===== config.mk =====
export PLATFORM = sky130hd
export DESIGN_NAME = ins_mem_loader
export DESIGN_NICKNAME = d
export VERILOG_FILES = /design/src/rtl/ins_mem_loader.sv
export SDC_FILE = /design/constraint.sdc
export NUM_CORES = 1
export LEC_CHECK = 0
export ABC_AREA = 1
export CORE_ASPECT_RATIO = 1.2
export CORE_MARGIN = 1
export CORE_UTILIZATION = 50
export CTS_CLUSTER_SIZE = 12
export DETAILED_ROUTE_END_ITERATION = 10
export GPL_ROUTABILITY_DRIVEN = 0
export PLACE_DENSITY = 0.73
export SYNTH_ARGS = -nofsm -noshare
export SYNTH_HDL_FRONTEND = slang
export SYNTH_SLANG_ARGS = --single-unit

===== constraint.sdc =====
create_clock -name clk -period 2.65 [get_ports clk]
set_clock_uncertainty 0.2 [all_clocks]
set_input_delay 0.53 -clock clk [delete_from_list [all_inputs] [get_ports clk]]
set_output_delay 0.53 -clock clk [all_outputs]
set_load 0.01 [all_outputs]

===== src/rtl/ins_mem_loader.sv =====
// Instruction memory loader: assembles little-endian host bytes into instruction words and
// holds the core in reset while loading. Optional opcode screening via INS_LOADER_OPCODE_CHECK_EN.
module ins_mem_loader #(
    parameter int INS_ADDR_WIDTH = 10,
    parameter int ADDR_WIDTH     = 10,
    parameter int OPCODE_WIDTH   = 3,
    localparam int INS_W         = OPCODE_WIDTH + 3 * ADDR_WIDTH,
    localparam int BYTES_PER_INS = (INS_W + 7) / 8
) (
    input  logic                      clk,
    input  logic                      rstn,
    input  logic                      start,
    input  logic [7:0]                s_data,
    input  logic                      s_valid,
    output logic                      s_ready,
    output logic [INS_ADDR_WIDTH-1:0] ins_waddr,
    output logic [INS_W-1:0]          ins_wdata,
    output logic                      ins_we,
    output logic                      core_rstn,
    output logic                      busy,
    output logic                      done,
    output logic                      count_err
`ifdef INS_LOADER_OPCODE_CHECK_EN
    ,
    output logic                      opcode_err
`endif
);

    localparam int WORD_BITS = BYTES_PER_INS * 8;
    localparam int BC_W      = $clog2(BYTES_PER_INS + 1);
    localparam int CNT_W     = INS_ADDR_WIDTH + 1;
    localparam logic [BC_W-1:0] LAST_BYTE = BC_W'(BYTES_PER_INS - 1);
    localparam logic [16:0]     MAX_N     = 17'(2 ** INS_ADDR_WIDTH);

    typedef enum logic [2:0] {
        IDLE,
        HDR0,
        HDR1,
        PAYLOAD,
        WRITE,
        DONE
    } state_t;

    state_t                    state_q, state_d;
    logic [BC_W-1:0]           byte_cnt_q, byte_cnt_d;
    logic [WORD_BITS-1:0]      word_q, word_d;
    logic [7:0]                cnt_lo_q, cnt_lo_d;
    logic [CNT_W-1:0]          words_left_q, words_left_d;
    logic [INS_ADDR_WIDTH-1:0] wr_ptr_q, wr_ptr_d;
    logic                      s_ready_q, s_ready_d;
    logic [INS_ADDR_WIDTH-1:0] ins_waddr_q, ins_waddr_d;
    logic [INS_W-1:0]          ins_wdata_q, ins_wdata_d;
    logic                      ins_we_q, ins_we_d;
    logic                      core_rstn_q, core_rstn_d;
    logic                      busy_q, busy_d;
    logic                      done_q, done_d;
    logic                      count_err_q, count_err_d;
    logic                      opcode_err_q, opcode_err_d;

    logic                      xfer;
    logic [WORD_BITS-1:0]      next_word;
    logic [15:0]               header_n;

    assign xfer      = s_valid && s_ready_q;
    assign next_word = {s_data, word_q[WORD_BITS-1:8]};
    assign header_n  = {s_data, cnt_lo_q};

`ifdef INS_LOADER_OPCODE_CHECK_EN
    localparam logic [OPCODE_WIDTH-1:0] OPCODE_MAX = OPCODE_WIDTH'(5);
    logic opcode_bad;
    assign opcode_bad = next_word[INS_W-1 -: OPCODE_WIDTH] > OPCODE_MAX;
    assign opcode_err = opcode_err_q;
`endif

    always_comb begin
        state_d      = state_q;
        byte_cnt_d   = byte_cnt_q;
        word_d       = word_q;
        cnt_lo_d     = cnt_lo_q;
        words_left_d = words_left_q;
        wr_ptr_d     = wr_ptr_q;
        ins_waddr_d  = ins_waddr_q;
        ins_wdata_d  = ins_wdata_q;
        ins_we_d     = 1'b0;
        core_rstn_d  = core_rstn_q;
        busy_d       = busy_q;
        done_d       = 1'b0;
        count_err_d  = count_err_q;
        opcode_err_d = opcode_err_q;

        case (state_q)
            IDLE: begin
                if (start) begin
                    state_d      = HDR0;
                    busy_d       = 1'b1;
                    core_rstn_d  = 1'b0;
                    count_err_d  = 1'b0;
                    opcode_err_d = 1'b0;
                    wr_ptr_d     = '0;
                    byte_cnt_d   = '0;
                end
            end
            HDR0: begin
                if (xfer) begin
                    cnt_lo_d = s_data;
                    state_d  = HDR1;
                end
            end
            HDR1: begin
                if (xfer) begin
                    if (header_n == 16'd0) begin
                        state_d = DONE;
                    end else if ({1'b0, header_n} > MAX_N) begin
                        // Oversized program: abandon without touching memory, core stays held
                        state_d     = IDLE;
                        count_err_d = 1'b1;
                        busy_d      = 1'b0;
                    end else begin
                        words_left_d = CNT_W'(header_n);
                        state_d      = PAYLOAD;
                    end
                end
            end
            PAYLOAD: begin
                if (xfer) begin
                    word_d = next_word;
                    if (byte_cnt_q == LAST_BYTE) begin
                        byte_cnt_d  = '0;
                        state_d     = WRITE;
                        ins_waddr_d = wr_ptr_q;
                        ins_wdata_d = next_word[INS_W-1:0];
`ifdef INS_LOADER_OPCODE_CHECK_EN
                        ins_we_d = !opcode_bad;
                        if (opcode_bad) begin
                            opcode_err_d = 1'b1;
                        end
`else
                        ins_we_d = 1'b1;
`endif
                    end else begin
                        byte_cnt_d = byte_cnt_q + BC_W'(1);
                    end
                end
            end
            WRITE: begin
                words_left_d = words_left_q - CNT_W'(1);
                // Pointer stops on the last address so a full-size program never wraps it
                if (words_left_q == CNT_W'(1)) begin
                    state_d = DONE;
                end else begin
                    wr_ptr_d = wr_ptr_q + INS_ADDR_WIDTH'(1);
                    state_d  = PAYLOAD;
                end
            end
            DONE: begin
                state_d     = IDLE;
                busy_d      = 1'b0;
                done_d      = !opcode_err_q;
                core_rstn_d = !opcode_err_q;
            end
            default: state_d = IDLE;
        endcase

        s_ready_d = (state_d == HDR0) || (state_d == HDR1) || (state_d == PAYLOAD);
    end

    always_ff @(posedge clk or negedge rstn) begin
        if (!rstn) begin
            state_q      <= IDLE;
            byte_cnt_q   <= '0;
            word_q       <= '0;
            cnt_lo_q     <= '0;
            words_left_q <= '0;
            wr_ptr_q     <= '0;
            s_ready_q    <= 1'b0;
            ins_waddr_q  <= '0;
            ins_wdata_q  <= '0;
            ins_we_q     <= 1'b0;
            core_rstn_q  <= 1'b0;
            busy_q       <= 1'b0;
            done_q       <= 1'b0;
            count_err_q  <= 1'b0;
            opcode_err_q <= 1'b0;
        end else begin
            state_q      <= state_d;
            byte_cnt_q   <= byte_cnt_d;
            word_q       <= word_d;
            cnt_lo_q     <= cnt_lo_d;
            words_left_q <= words_left_d;
            wr_ptr_q     <= wr_ptr_d;
            s_ready_q    <= s_ready_d;
            ins_waddr_q  <= ins_waddr_d;
            ins_wdata_q  <= ins_wdata_d;
            ins_we_q     <= ins_we_d;
            core_rstn_q  <= core_rstn_d;
            busy_q       <= busy_d;
            done_q       <= done_d;
            count_err_q  <= count_err_d;
            opcode_err_q <= opcode_err_d;
        end
    end

    assign s_ready   = s_ready_q;
    assign ins_waddr = ins_waddr_q;
    assign ins_wdata = ins_wdata_q;
    assign ins_we    = ins_we_q;
    assign core_rstn = core_rstn_q;
    assign busy      = busy_q;
    assign done      = done_q;
    assign count_err = count_err_q;

endmodule


==> reports/results.tsv <==
metric	value	unit
path_clk_slew	0.05	ns
grt_pass1_vias	4010	
cp_cell_sequence	nor3_2 -> inv_1 -> nor2_1 -> nand2_1 -> nand2_1 -> nand2_2 -> inv_1 -> nand2_1 -> nand2_1	
rows	40	
clkSinkCount	116	
synth_area_leaders	dfrtp_1, nand2_1, o21ai_0	
syn_inst	626	
cp_max_fo	15	
path_class	flop to flop	
worst_slack	0.491	ns
tritoncts	done	
drtPass1Iterations	5	
max_freq	463	MHz
critPathSlowestCell	dfrtp_1	
drive_gt1_frac	0.0818	
status	complete, no violations	
startpoint	state_q[2]$_DFF_PN0_	
peakVddDrop	458	uV
first_iter_violations	290	
core_area	10100	sq um
cpLargestDelayFamily	simple AND/OR/NAND/NOR gates	
hold_viol	0	
htreeDepth	4	
p_leak	3.10	nW
cpPeakStageDelay	0.47	ns
initial_core_util	0.517	
final_nets	713	
post_drt_via_cell_ratio	5.15	
setup_viol	0	
synth_cell_types	31	
wire_per_inst	13.4	microns
post_cts_buffers	0	
grt_start_max_net_pins	52	
cap_violations	0	
yosysSeqAreaShare	0.558	
ant_nets	0	
maxSlewViolCount	0	
mappedNetlistNets	643	
cp_num_buf_inv	2	
avgSynthCellArea	8.30	sq um
area_growth	26.1	%
die_h	114	microns
wl	11.2	mm
syn_area	5200	sq um
grt.overflow.total	0	
insertedDiodeCount	0	
post-route-drc-count	0	
die_w	95.1	microns
final_cell_mix	nand2_1, dfrtp_1, o21ai_0, inv_1, clkdlybuf4s50_1	
power.density	888	nW/um^2
period_share	0.815	
port_buffers	60	
grt_pass1_wl	18.6	mm
rsz0062_at_grt	no	
worstPathRequired	2.79	ns
relSlewSlack	0.660	
ys_seq_elements	116	
gr-usage-all-layers	0.227	
critPathArrivalTime	2.30	ns
startpoint_type	flop	
dpl.hpwl	7.49	mm
die_area	10800	sq um
r2r_start	state_q[2]$_DFF_PN0_	
hold_start	ins_wdata[2]$_DFFE_PN0P_	
yosys_warnings	0	
root_buffer	clkbuf_16	
min_path_type	flop to flop	
timing.setup.tns	0	ns
grt_antenna_before_repair	0	
vias	4297	
yosysTopAreaCell	dfrtp_1	
cpMostUsedCell	nand2_1	
layout_commonest_cell	nand2_1	
nFillCells	853	
clockBufferDepth	2	
insertion_delay	0.41	ns
min_period	2.16	ns
end_kind	flop	
pre_cts_ws	0.142	ns
synth_top_area_frac	0.558	
worst_pin_slew	0.510	ns
cts_inserted_buffers	17	
io_pins	61	
==> cells in the mapped netlist (all sizes together) <==
cell and count:
o21ai 103, o221ai 1, nor3 8, nor2 46
nand2 209, inv 74, buf 14, a21oi 3
xnor2 1, o31ai 1, or2 1, ha 5
nand3 22, nand4 3, clkbuf 7, xor2 8
a31o 2, mux2i 1, nand3b 1, dfrtp 116
==> worst paths after layout <==
kind / depth (start not counted) / to / slack [ns]
min reg2reg: 2 / ins_wdata[2]$_DFFE_PN0P_ / 0.26
max reg2reg: 9 / words_left_q[8]$_DFFE_PN0P_ / 0.49
max: 9 / words_left_q[8]$_DFFE_PN0P_ / 0.49
max in group asynchronous: 3 / state_q[1]$_DFF_PN0_ / 1.25
min in group asynchronous: 2 / ins_waddr[5]$_DFFE_PN0P_ / 0.41
min: 2 / ins_wdata[2]$_DFFE_PN0P_ / 0.26
==> area by class of cell <==
class                           instances  area (sq um)  share of cell area
Timing Repair Buffer                   72           728               0.111
Tap cell                              126           158              0.0241
Clock inverter                          9           103              0.0157
Clock buffer                           23           478              0.0729
Sequential cell                       116          2900               0.443
Multi-Input combinational cell        415          1910               0.291
Inverter                               74           278              0.0424
==> logic make-up after synthesis <==
family	count (synthesis)	synth area share
compound gates	110	0.111
xor+xnor	9	0.0152
fa+ha+maj	5	0.0120
buf+inv	95	0.0753
flops	116	0.558
mux	1	0.00193
simple gates	290	0.226
==> per-layer routing <==
layer,vias up,wire [microns],track usage,share of wire
met5,-,0,0,0
met4,0,219,0.0758,0.020
met3,21,590,0.0747,0.053
met2,152,5360,0.358,0.48
met1,2007,4990,0.294,0.45
li1,2117,-,-,-
==> power by group <==
part,internal (W),switching (W),total [W]
combinational,0.000458,0.000740,0.00120
clock,0.00145,0.000768,0.00222
sequential,0.00215,0.000262,0.00241
total,0.00405,0.00177,0.00582
==> worst min-delay path, cell delays in order, from the launching register on <==
cell,delay [ns]
dfrtp_1,0.34
nand2_1,0.05
nand2_1,0.04
==> stage by stage <==
step                      area, sq um  total power (W)  instances  hold slack [ns]   util
after floorplan                  5200          0.00319        626           0.0344      -
after global routing             6550          0.00616        835            0.295  0.651
after CTS                        6550          0.00585        835            0.272  0.651
after global placement           5960          0.00354        802            0.253  0.593
final                            6550          0.00582        835            0.265  0.651
after detailed placement         5960          0.00361        802            0.259  0.593
==> sequential cells by signal, indices dropped and copies added, names as in the netlist <==
register,flops
busy,1
byte_cnt_q,3
cnt_lo_q,8
core_rstn,1
count_err,1
done,1
ins_waddr,10
ins_wdata,33
ins_we,1
s_ready,1
state_q,3
word_q,32
words_left_q,11
wr_ptr_q,10
==> timing repair <==
| action | CTS | global route |
|---|---|---|
| gates resized for setup | 0 | 0 |
| hold buffers | 1 | 0 |
| endpoints found under the hold margin | 28 | 0 |
| setup endpoints to repair | 0 | 0 |
Note: power is estimated with default switching activity, not from simulation.
